[config.mk]
export PLATFORM = sky130hd
export DESIGN_NAME = vga_sync_gen_flat
export DESIGN_NICKNAME = d
export VERILOG_FILES = /design/src/rtl/vga_timing_pkg.sv /design/src/rtl/vga_sync_gen_if.sv /design/src/rtl/vga_sync_gen_pixel_tick_gen.sv /design/src/rtl/vga_sync_gen.sv /design/src/flat_wrapper.sv
export SDC_FILE = /design/constraint.sdc
export NUM_CORES = 1
export LEC_CHECK = 0
export ABC_AREA = 1
export CAP_MARGIN = 20
export CORE_MARGIN = 2
export CORE_UTILIZATION = 30
export DETAILED_ROUTE_END_ITERATION = 8
export GPL_ROUTABILITY_DRIVEN = 0
export GPL_TIMING_DRIVEN = 0
export PLACE_DENSITY = 0.53
export SLEW_MARGIN = 25
export SYNTH_ARGS = -nofsm -noshare
export SYNTH_HDL_FRONTEND = slang
export SYNTH_SLANG_ARGS = --single-unit
[constraint.sdc]
create_clock -name clk -period 3.14 [get_ports clk]
set_input_delay 0.628 -clock clk [delete_from_list [all_inputs] [get_ports clk]]
set_output_delay 0.628 -clock clk [all_outputs]
set_load 0.02 [all_outputs]
[src/rtl/vga_timing_pkg.sv]
// vga_timing_pkg: 640x480@60 Hz timing constants shared by the display pipeline.
// Drawing stages import this for H_DISPLAY/V_DISPLAY and the coordinate type.
package vga_timing_pkg;

    localparam int COORD_W = 10;

    localparam int H_DISPLAY = 640;
    localparam int H_FP      = 16;
    localparam int H_SYNC    = 96;
    localparam int H_BP      = 48;
    localparam int H_TOTAL   = H_DISPLAY + H_FP + H_SYNC + H_BP;

    localparam int V_DISPLAY = 480;
    localparam int V_FP      = 10;
    localparam int V_SYNC    = 2;
    localparam int V_BP      = 33;
    localparam int V_TOTAL   = V_DISPLAY + V_FP + V_SYNC + V_BP;

    localparam int H_SYNC_START = H_DISPLAY + H_FP;
    localparam int H_SYNC_END   = H_SYNC_START + H_SYNC - 1;
    localparam int V_SYNC_START = V_DISPLAY + V_FP;
    localparam int V_SYNC_END   = V_SYNC_START + V_SYNC - 1;

    typedef logic [COORD_W-1:0] coord_t;

endpackage

[src/rtl/vga_sync_gen_if.sv]
// vga_sync_gen_if: scan position and sync bundle from the timing generator.
// f_tick exists only when VGA_FRAME_TICK_EN is defined.
interface vga_sync_gen_if;
    import vga_timing_pkg::*;

    logic   hsync;
    logic   vsync;
    logic   video_on;
    logic   p_tick;
    coord_t x;
    coord_t y;
`ifdef VGA_FRAME_TICK_EN
    logic   f_tick;

    modport master (
        output hsync, vsync, video_on, p_tick, x, y, f_tick
    );
    modport slave (
        input hsync, vsync, video_on, p_tick, x, y, f_tick
    );
`else
    modport master (
        output hsync, vsync, video_on, p_tick, x, y
    );
    modport slave (
        input hsync, vsync, video_on, p_tick, x, y
    );
`endif

endinterface

[src/rtl/vga_sync_gen_pixel_tick_gen.sv]
// pixel_tick_gen: divides clk by CLK_DIV into a one-clk pixel enable.
// With CLK_DIV == 1 there is no divider and the enable is tied high.
module pixel_tick_gen #(
    parameter int CLK_DIV = 4
) (
    input  logic clk,
    input  logic reset_n,
    output logic p_tick
);

    generate
        if (CLK_DIV > 1) begin : g_div
            localparam int DW = $clog2(CLK_DIV);
            localparam logic [DW-1:0] LAST = DW'(CLK_DIV - 1);
            localparam logic [DW-1:0] ONE  = DW'(1);

            logic [DW-1:0] div_cnt;

            always_ff @(posedge clk) begin
                if (!reset_n) begin
                    div_cnt <= '0;
                end else if (div_cnt == LAST) begin
                    div_cnt <= '0;
                end else begin
                    div_cnt <= div_cnt + ONE;
                end
            end

            assign p_tick = (div_cnt == LAST);
        end else begin : g_nodiv
            assign p_tick = 1'b1;
        end
    endgenerate

endmodule

[src/rtl/vga_sync_gen.sv]
// vga_sync_gen: VGA scan counters, hsync/vsync and blanking for the pipeline.
// Optional end-of-frame strobe f_tick under VGA_FRAME_TICK_EN.
module vga_sync_gen
    import vga_timing_pkg::*;
#(
    parameter int CLK_DIV   = 4,
    parameter int H_DISPLAY = vga_timing_pkg::H_DISPLAY,
    parameter int H_FP      = vga_timing_pkg::H_FP,
    parameter int H_SYNC    = vga_timing_pkg::H_SYNC,
    parameter int H_BP      = vga_timing_pkg::H_BP,
    parameter int V_DISPLAY = vga_timing_pkg::V_DISPLAY,
    parameter int V_FP      = vga_timing_pkg::V_FP,
    parameter int V_SYNC    = vga_timing_pkg::V_SYNC,
    parameter int V_BP      = vga_timing_pkg::V_BP
) (
    input  logic                  clk,
    input  logic                  reset_n,
    vga_sync_gen_if.master        bus
);

    localparam int H_TOTAL = H_DISPLAY + H_FP + H_SYNC + H_BP;
    localparam int V_TOTAL = V_DISPLAY + V_FP + V_SYNC + V_BP;

    localparam coord_t H_LAST = coord_t'(H_TOTAL - 1);
    localparam coord_t V_LAST = coord_t'(V_TOTAL - 1);
    localparam coord_t H_VIS  = coord_t'(H_DISPLAY);
    localparam coord_t V_VIS  = coord_t'(V_DISPLAY);
    localparam coord_t HS_LO  = coord_t'(H_DISPLAY + H_FP);
    localparam coord_t HS_HI  = coord_t'(H_DISPLAY + H_FP + H_SYNC - 1);
    localparam coord_t VS_LO  = coord_t'(V_DISPLAY + V_FP);
    localparam coord_t VS_HI  = coord_t'(V_DISPLAY + V_FP + V_SYNC - 1);
    localparam coord_t ONE    = coord_t'(1);

    logic   p_tick;
    logic   hsync;
    logic   vsync;
    coord_t x;
    coord_t y;
    coord_t next_x;
    coord_t next_y;

    pixel_tick_gen #(
        .CLK_DIV (CLK_DIV)
    ) u_tick (
        .clk     (clk),
        .reset_n (reset_n),
        .p_tick  (p_tick)
    );

    always_comb begin
        next_x = x + ONE;
        next_y = y;
        if (x == H_LAST) begin
            next_x = '0;
            next_y = (y == V_LAST) ? '0 : y + ONE;
        end
    end

    // Syncs decode next_x/next_y so they change on the same edge as x/y.
    always_ff @(posedge clk) begin
        if (!reset_n) begin
            x     <= '0;
            y     <= '0;
            hsync <= 1'b1;
            vsync <= 1'b1;
        end else if (p_tick) begin
            x     <= next_x;
            y     <= next_y;
            hsync <= !((next_x >= HS_LO) && (next_x <= HS_HI));
            vsync <= !((next_y >= VS_LO) && (next_y <= VS_HI));
        end
    end

    assign bus.x        = x;
    assign bus.y        = y;
    assign bus.hsync    = hsync;
    assign bus.vsync    = vsync;
    assign bus.p_tick   = p_tick;
    assign bus.video_on = (x < H_VIS) && (y < V_VIS);

`ifdef VGA_FRAME_TICK_EN
    assign bus.f_tick = reset_n && p_tick && (x == H_LAST) && (y == V_LAST);
`endif

endmodule

[src/flat_wrapper.sv]
// flat-port wrapper written by rule: the top's interface ports become plain ports
module vga_sync_gen_flat import vga_timing_pkg::*;
#(
    parameter int CLK_DIV   = 4,
    parameter int H_DISPLAY = vga_timing_pkg::H_DISPLAY,
    parameter int H_FP      = vga_timing_pkg::H_FP,
    parameter int H_SYNC    = vga_timing_pkg::H_SYNC,
    parameter int H_BP      = vga_timing_pkg::H_BP,
    parameter int V_DISPLAY = vga_timing_pkg::V_DISPLAY,
    parameter int V_FP      = vga_timing_pkg::V_FP,
    parameter int V_SYNC    = vga_timing_pkg::V_SYNC,
    parameter int V_BP      = vga_timing_pkg::V_BP
)
  (clk, reset_n, bus_hsync, bus_vsync, bus_video_on, bus_p_tick, bus_x, bus_y);
  vga_sync_gen_if bus_i ();
  input  logic clk;
  input  logic reset_n;
  output wire logic [$bits(bus_i.hsync)-1:0] bus_hsync;
  output wire logic [$bits(bus_i.vsync)-1:0] bus_vsync;
  output wire logic [$bits(bus_i.video_on)-1:0] bus_video_on;
  output wire logic [$bits(bus_i.p_tick)-1:0] bus_p_tick;
  output wire logic [$bits(bus_i.x)-1:0] bus_x;
  output wire logic [$bits(bus_i.y)-1:0] bus_y;
  assign bus_hsync = bus_i.hsync;
  assign bus_vsync = bus_i.vsync;
  assign bus_video_on = bus_i.video_on;
  assign bus_p_tick = bus_i.p_tick;
  assign bus_x = bus_i.x;
  assign bus_y = bus_i.y;
  vga_sync_gen #(.CLK_DIV(CLK_DIV), .H_DISPLAY(H_DISPLAY), .H_FP(H_FP), .H_SYNC(H_SYNC), .H_BP(H_BP), .V_DISPLAY(V_DISPLAY), .V_FP(V_FP), .V_SYNC(V_SYNC), .V_BP(V_BP)) u_core (.clk(clk), .reset_n(reset_n), .bus(bus_i));
endmodule
; Word-level counts from Yosys, hierarchy flattened
; Cells that the tools add are included.
[word_totals]
word_cells = 27
regBits = 24
in_bits = 2
[classes]
n_eq_ne = 3
reduce_logical = 6
mux = 3
magnitude_cmp = 6
add_sub_neg = 3
bitwise_logic = 1
[op_table]
columns = cell, count
row1 = 10-bit 2-to-1 mux, 3
row2 = "10-bit by 1-bit adder with 10-bit output, second input constant", 2
row3 = "10-bit equality test, second input constant", 2
row4 = "10-bit >= comparator, second input constant", 1
row5 = "10-bit by 9-bit >= comparator with 1-bit output, second input constant", 1
row6 = "10-bit less-or-equal comparator, second input constant", 1
row7 = "10-bit by 9-bit less-or-equal comparator with 1-bit output, second input constant", 1
row8 = "10-bit < comparator, second input constant", 1
row9 = "10-bit by 9-bit < comparator with 1-bit output, second input constant", 1
row10 = 1-bit logical AND, 3
row11 = "2-bit by 1-bit adder with 2-bit output, second input constant", 1
row12 = "2-bit equality test, second input constant", 1
row13 = 1-bit zero test, 2
row14 = 2-bit OR reduction, 1
row15 = 1-bit inverter, 1

; Depth between registers and ports, before layout
; Gate-level depths: netlist of run 1.
[logic_depth]
ltp_word = 6
depth_mapped = 12
depth_no_buf = 12

; Hierarchy
; From an unflattened synthesis of run 1, not the netlist that was laid out.
[unflattened]
hier_cells = 240
area_unflattened_um2 = 1540.2
[modules_own_cells]
columns = module, area_per_inst_um2, instances, cells_each
row1 = vga_sync_gen, 1468.9, 1, 232
row2 = pixel_tick_gen, 71.3, 1, 8

; Worst setup path before layout of run 1
; No wires, ideal clock.
[synth_timing]
kind = reg-to-reg
from = register u_core.x[0] (netlist: u_core.bus.x[0])
to = register u_core.vsync (netlist: u_core.bus.vsync)
arrival_ns = 1.615
period_less_slack_ns = 1.733
path_buffers = 0
path_stages_with_launch = 11
setup_slack_ns = 1.407
setup_ns = 0.118
required_time_ns = 3.022
cell_sequence = dfxtp_1 > ha_1 > nand2_2 > inv_1 > nand2_1 > nor2_2 > nand2_1 > o21ai_0 > nand3_1 > nor2_1 > a21oi_1
[synth_via]
elab_chain_len = 5
elab_cells_between_ends = 6
[synth_rtl]
columns = element, line_no
row1 = "start, declared", vga_sync_gen.sv:37  ; coord_t x;
row2 = "start signal, assigned", vga_sync_gen.sv:67  ; x <= next_x;
row3 = 10-bit equality test (*), vga_sync_gen.sv:53  ; if (x == H_LAST) begin
row4 = 10-bit 2-to-1 mux (*), vga_sync_gen.sv:53
row5 = 10-bit by 9-bit >= comparator with 1-bit output / 10-bit by 9-bit less-or-equal comparator with 1-bit output (equally long branches), vga_sync_gen.sv:70  ; vsync <= !((next_y >= VS_LO) && (next_y <= VS_HI));
row6 = 1-bit logical AND (*), vga_sync_gen.sv:70
row7 = 1-bit zero test (*), vga_sync_gen.sv:70
row8 = "end signal, assigned", vga_sync_gen.sv:70
row9 = "end, declared", vga_sync_gen.sv:36  ; logic vsync;
; Mark *: on every way between the ends. The rest lies on a longest branch, timed or not.
; A chain may end at the register's enable or synchronous reset.

; Final worst setup path of run 1
[layout_timing]
from = register u_core.y[7] (netlist: u_core.bus.y[7])
to = output bus_video_on
[layout_via]
elab_chain_len = 2
[layout_rtl]
columns = element, line_no
row1 = "start, declared", vga_sync_gen.sv:38  ; coord_t y;
row2 = "start signal, assigned", vga_sync_gen.sv:68  ; y <= next_y;
row3 = 10-bit by 9-bit < comparator with 1-bit output, vga_sync_gen.sv:79  ; assign bus.video_on = (x < H_VIS) && (y < V_VIS);
row4 = 1-bit logical AND, vga_sync_gen.sv:79
row5 = "end, declared", flat_wrapper.sv:20  ; output wire logic [$bits(bus_i.video_on)-1:0] bus_video_on;
; Every way passes these cells.

==> results.json, run 1 <==
{
  "synth-seq-cells": 24,
  "finClkSkew_ns": 0.007956,
  "cts_buffer_depth": 2,
  "power_density_nw_per_um2": 356.8,
  "yosysWarningCount": 0,
  "drc": 0,
  "worstMarginPinSlew_ns": 0.5602,
  "hpwl_mm": 2.966,
  "drive_above_1_share_pct": 8.765,
  "core_um2": 4723,
  "drtPass1Iterations": 4,
  "setup_viol": 0,
  "yosysTopAreaCellShare_pct": 32.71,
  "ys_types": 25,
  "synthTopCellsByArea": "dfxtp_1, nand2_1, inv_1, nand3_1, nor2_1",
  "leakage_nw": 0.7271,
  "fin_cells": 318,
  "drtIter0Drc": 129,
  "ios": 26,
  "placedCellCount": 314,
  "cts_tree": "yes",
  "fmax_mhz": 416.3,
  "syn_area_um2": 1469,
  "portBuffers": 25,
  "rsz0062_at_grt": "false",
  "maxSlewHeadroom_pct": 62.65,
  "avgSynthCellArea_um2": 6.617,
  "critPathKind": "reg -> out",
  "path_clk_slew_ns": 0.09,
  "cts_buffers": 3,
  "nets": 259,
  "area_delta_synth_final_pct": 27.60,
  "design.die.area_um2": 5472,
  "antenna_cells": 0,
  "grt_pass1_wl_mm": 6.237,
  "drv_cap": 0,
  "rows": 25,
  "tns_ns": 0,
  "cp.arrival_ns": 1.77,
  "hold_class": "reg -> reg",
  "fin_crit_ns": 2.402,
  "syn_nets": 229,
  "fin_crit_sh_pct": 76.50,
  "hold_viol_final": 0,
  "syn_inst": 222,
  "cts_max_level": 1,
  "start_util_pct": 31.10,
  "die_w_um": 73.98,
  "routedWlPerCell_um": 12.28,
  "cts_setup_buffers": 0,
  "grt_use_total_pct": 14.94,
  "crit_path_start_kind": "register",
  "grt_max_degree": 15,
  "via_per_inst": 4.723,
  "global_route.overflow_total": 0,
  "cts_sinks": 24,
  "ir_worst_vdd_v": 0.0001983,
  "root_buffer": "clkbuf_8",
  "cp-end-kind": "output pin",
  "status": "complete, no violations",
  "cp.required_ns": 2.51,
  "wl_mm": 3.904,
  "antenna_found_initial": 0,
  "ant_nets": 0,
  "post_cts_resized": 0,
  "synth_top_cell_by_area": "dfxtp_1",
  "maxSlewViolCount": 0,
  "ctsHoldBuffers": 0,
  "grt_pass1_vias": 1285,
  "dieHeight_um": 73.98,
  "cp_max_fo": 5,
  "vias": 1502,
  "synth_seq_area_share_pct": 32.71,
  "worstSkewPairLatency_ns": 0.28
}
registers in the layout, indices dropped and copies added, names as in the netlist:
| name | cells |
|---|---|
| u_core.bus.x | 10 |
| u_core.bus.y | 10 |
| u_core.bus.vsync | 1 |
| u_core.bus.hsync | 1 |
| u_core.u_tick.g_div.div_cnt | 2 |
critical path, cell delays in order (launching register included):
cell             delay [ns]
dfxtp_1                0.41
inv_1                  0.10
nor3_1                 0.36
nor3_1                 0.10
clkdlybuf4s50_1        0.55
placed cells by master (no fill, tap or decap):
cell / synthesis / routed
clkbuf_8: 0 / 3
nor2_2: 3 / 3
nor3_2: 1 / 1
a21oi_1: 7 / 7
nor2_8: 1 / 1
nand4_1: 4 / 4
nor2_4: 2 / 2
dfxtp_1: 24 / 24
nand3_2: 1 / 1
nor2_1: 26 / 26
o21ai_1: 1 / 1
a22oi_1: 1 / 1
nand3_1: 20 / 20
ha_1: 5 / 5
o22ai_1: 12 / 12
clkdlybuf4s50_1: 0 / 25
o211ai_1: 2 / 2
bufinv_16: 0 / 1
nand3_4: 1 / 1
inv_2: 4 / 4
nand2_2: 5 / 5
xor2_1: 3 / 3
nand2_1: 50 / 50
o21ai_0: 11 / 11
a311oi_1: 1 / 1
nor3_1: 3 / 3
inv_1: 31 / 31
clkbuf_1: 3 / 3
layout make-up:
| class | instances | area (um2) |
|---|---|---|
| buffer | 3 | 11.26 |
| clock buffer | 3 | 41.29 |
| clock inverter | 1 | 30.03 |
| fill | 544 | 2849 |
| inverter | 35 | 131.4 |
| multi-input combinational | 160 | 845.8 |
| sequential | 24 | 480.5 |
| tap | 67 | 83.83 |
| timing repair buffer | 25 | 250.2 |
path summary, 6_finish.rpt:
path | slack (ns) | end | cells after the start | from
max reg2reg | 1.26 | u_core.bus.vsync$_SDFFE_PN1P_ | 10 | u_core.bus.x[0]$_SDFFE_PN0P_
min reg2reg | 0.43 | u_core.u_tick.g_div.div_cnt[0]$_SDFF_PP0_ | 1 | u_core.u_tick.g_div.div_cnt[0]$_SDFF_PP0_
max | 0.74 | bus_video_on | 4 | u_core.bus.y[7]$_SDFFE_PN0P_
min | 0.43 | u_core.u_tick.g_div.div_cnt[0]$_SDFF_PP0_ | 1 | u_core.u_tick.g_div.div_cnt[0]$_SDFF_PP0_
cell usage after synthesis, drive strengths merged:
| cell | n |
|---|---|
| nand2 | 55 |
| inv | 35 |
| nor2 | 32 |
| dfxtp | 24 |
| nand3 | 22 |
| o21ai | 12 |
| o22ai | 12 |
| a21oi | 7 |
| ha | 5 |
| nand4 | 4 |
| nor3 | 4 |
| clkbuf | 3 |
| xor2 | 3 |
| o211ai | 2 |
| a22oi | 1 |
| a311oi | 1 |
layer usage:
layer	wire length (um)	GRT usage, %	share of wire, %
met1	1956	21.76	50
met2	1745	22.72	45
met3	158	1.626	4.0
met4	44	5.455	1.1
met5	0	0	0
metrics by stage:
step / worst slack, ns / instance area [um2] / power [mW] / utilization [%] / hold WS (ns)
2_1_floorplan: 1.407 / 1469 / 0.3669 / - / 0.3992
3_3_place_gp: 0.9663 / 1803 / 0.3945 / 38.17 / 0.4180
3_5_place_dp: 0.9574 / 1803 / 0.3942 / 38.17 / 0.4181
4_1_cts: 0.7388 / 1874 / 0.6783 / 39.68 / 0.4354
5_1_grt: 0.6691 / 1874 / 0.6993 / 39.68 / 0.4746
6_report: 0.7381 / 1874 / 0.6687 / 39.68 / 0.4339
logic make-up after synthesis:
family                     Yosys count  synth area share [%]
adders and majority gates            5                 4.259
AOI/OAI and AO/OA                   35                 13.71
DFF                                 24                 32.71
and+or+nand+nor                    117                 37.82
buffers and inverters               38                 9.710
xor gates and xnor gates             3                 1.789
power breakdown:
group	switching, mW	internal [mW]
registers	0.0122	0.315
logic	0.0351	0.0244
clock network	0.112	0.171
total	0.159	0.510
Note: power is estimated with default switching activity, not from simulation.
==> inputs of run 2 (changes only) <==
==> constraint.sdc (replaced) <==
create_clock -name clk -period 2.4 [get_ports clk]
set_input_delay 0.48 -clock clk [delete_from_list [all_inputs] [get_ports clk]]
set_output_delay 0.48 -clock clk [all_outputs]
set_load 0.02 [all_outputs]
==> results of run 2 <==
The final DEF is identical to that of run 1. Status: complete, no violations.
Main changes from that run: setup slack after placement 0.9574 ns -> 0.3654 ns; setup slack after layout 0.7381 ns -> 0.1461 ns; register-to-register setup slack 1.26 ns -> 0.52 ns; total power 0.6687 mW -> 0.8749 mW; worst IR drop on VDD 0.0001983 V -> 0.0002595 V
==> inputs of run 3 (changes only) <==
--- a/config.mk
+++ b/config.mk
@@ -8,11 +8,11 @@
 export ABC_AREA = 1
 export CAP_MARGIN = 20
 export CORE_MARGIN = 2
-export CORE_UTILIZATION = 30
+export CORE_UTILIZATION = 45
 export DETAILED_ROUTE_END_ITERATION = 8
 export GPL_ROUTABILITY_DRIVEN = 0
 export GPL_TIMING_DRIVEN = 0
-export PLACE_DENSITY = 0.53
+export PLACE_DENSITY = 0.73
 export SLEW_MARGIN = 25
 export SYNTH_ARGS = -nofsm -noshare
 export SYNTH_HDL_FRONTEND = slang
==> run 3 against run 2 <==
Via count fell by 0.60%. Critical endpoint unchanged. Worst hold slack got worse by 0.0053 ns. Final area decreased by 3.9%. Clock skew hardly changed. Highest routed layer unchanged. Count of clock-buffer cells in the layout is the same.
==> results.json, run 3 (synthesized netlist as in run 1, its figures left out) <==
{
  "path_clk_slew_ns": 0.13,
  "maxSlewViolCount": 0,
  "worstSkewPairLatency_ns": 0.31,
  "power_density_nw_per_um2": 376.6,
  "hold_viol_final": 0,
  "global_route.overflow_total": 0,
  "ios": 26,
  "ir_worst_vdd_v": 0.0004258,
  "fin_cells": 294,
  "worst_slack_ns": 0.1541,
  "wl_mm": 3.545,
  "multiInputGateArea_um2": 850.8,
  "grt_pass1_vias": 1309,
  "drive_above_1_share_pct": 8.800,
  "leakage_nw": 0.7052,
  "design.die.area_um2": 3737,
  "via_per_inst": 5.078,
  "grt_pass1_wl_mm": 6.003,
  "ant_nets": 0,
  "rsz0062_at_grt": "false",
  "top_regs": "u_core.bus.x x10, u_core.bus.y x10, u_core.u_tick.g_div.div_cnt x2",
  "cp-end-kind": "output pin",
  "fin_crit_ns": 2.246,
  "core_um2": 3078,
  "cpPeakStageDelay_ns": 0.63,
  "cts_tree": "yes",
  "tns_ns": 0,
  "cp.arrival_ns": 1.77,
  "setup_viol": 0,
  "cts_buffers": 3,
  "fmax_mhz": 445.3,
  "fin_crit_sh_pct": 93.58,
  "cp_cell_sequence": "inv_2, a21oi_1, nor3_1, clkdlybuf4s50_1",
  "cp.required_ns": 1.92,
  "grt_use_total_pct": 21.15,
  "cts_sinks": 24,
  "rows": 20,
  "dieHeight_um": 61.14,
  "place_area_um2": 1774,
  "drc": 0,
  "die_w_um": 61.14,
  "cts_max_level": 1,
  "layout_commonest_cell": "nand2_1",
  "final_area_um2": 1802,
  "cp_max_fo": 7,
  "area_delta_synth_final_pct": 22.66,
  "seq_area_um2": 480.5,
  "finClkSkew_ns": 0.007841,
  "drtIter0Drc": 90,
  "root_buffer": "clkbuf_4",
  "drtPass1Iterations": 4,
  "portBuffers": 25,
  "cpMaxStageDelayCell": "clkdlybuf4s50_1",
  "cts_buffer_depth": 2,
  "vias": 1493,
  "critPathKind": "reg -> out",
  "drv_cap": 0,
  "reg2regPathDepth": 10,
  "antenna_found_initial": 0,
  "grt_max_degree": 13,
  "crit_path_start_kind": "register",
  "maxSlewHeadroom_pct": 67.75,
  "final_cell_mix": "nand2_1, inv_1, nor2_1",
  "worstMarginPinSlew_ns": 0.4838,
  "hpwl_mm": 2.700,
  "placedCellCount": 291,
  "dp_slack_ns": 0.3861,
  "start_util_pct": 47.72,
  "routedWlPerCell_um": 12.06,
  "whs_path_depth": 1,
  "nets": 259,
  "hold_class": "reg -> reg",
  "whs_ns": 0.4286,
  "final.fill_count": 298,
  "antenna_cells": 0,
  "status": "complete, no violations",
  "power_mw": 0.6785,
  "fin_util_pct": 58.54,
  "ctsHoldBuffers": 0
}
[run 3: changes by cell type in the layout (fill, tap and decap cells not counted), sizes merged]
cell	before	now
bufinv	1	0
[run 3: power by group]
group          switching (mW)  leakage, nW  internal (mW)
registers              0.0166        0.194          0.412
clock network           0.114       0.0138         0.0586
logic                  0.0455        0.497         0.0320
total                   0.176        0.705          0.503
[run 3: metal layers]
metal | GRT usage (%) | vias up | part of all wire (%)
li1 | - | 784 | -
met5 | 0 | - | 0
met4 | 4.037 | 0 | 0.28
met2 | 31.91 | 47 | 45
met3 | 4.202 | 2 | 4.9
met1 | 31.40 | 660 | 50
[run 3: area by class of cell]
type,instances,area share [%]
well taps,44,3.056
multi-input cells,160,47.22
flip-flops and latches,24,26.67
inverters,35,7.292
repair buffers,25,13.89
plain buffers,3,0.6250
clock buffers,3,1.250
[run 3: timing repair]
action | in CTS | in global routing
resized for setup | 0 | 1
endpoints found under the setup margin | 0 | 1
buffers inserted | 0 | 0
[run 3: final timing paths]
check	from	endpoint	slack [ns]
max	u_core.bus.x[7]$_SDFFE_PN0P_	bus_video_on	0.15
min	u_core.u_tick.g_div.div_cnt[0]$_SDFF_PP0_	u_core.u_tick.g_div.div_cnt[0]$_SDFF_PP0_	0.43
max reg2reg	u_core.bus.x[0]$_SDFFE_PN0P_	u_core.bus.vsync$_SDFFE_PN1P_	0.49
min reg2reg	u_core.u_tick.g_div.div_cnt[0]$_SDFF_PP0_	u_core.u_tick.g_div.div_cnt[0]$_SDFF_PP0_	0.43
[run 3: critical path, delay by kind of cell, from the launching register on]
family	cells	cell delay [ns]
buf+inv	2	0.78
compound gates	1	0.08
simple gates	1	0.18
flops	1	0.42
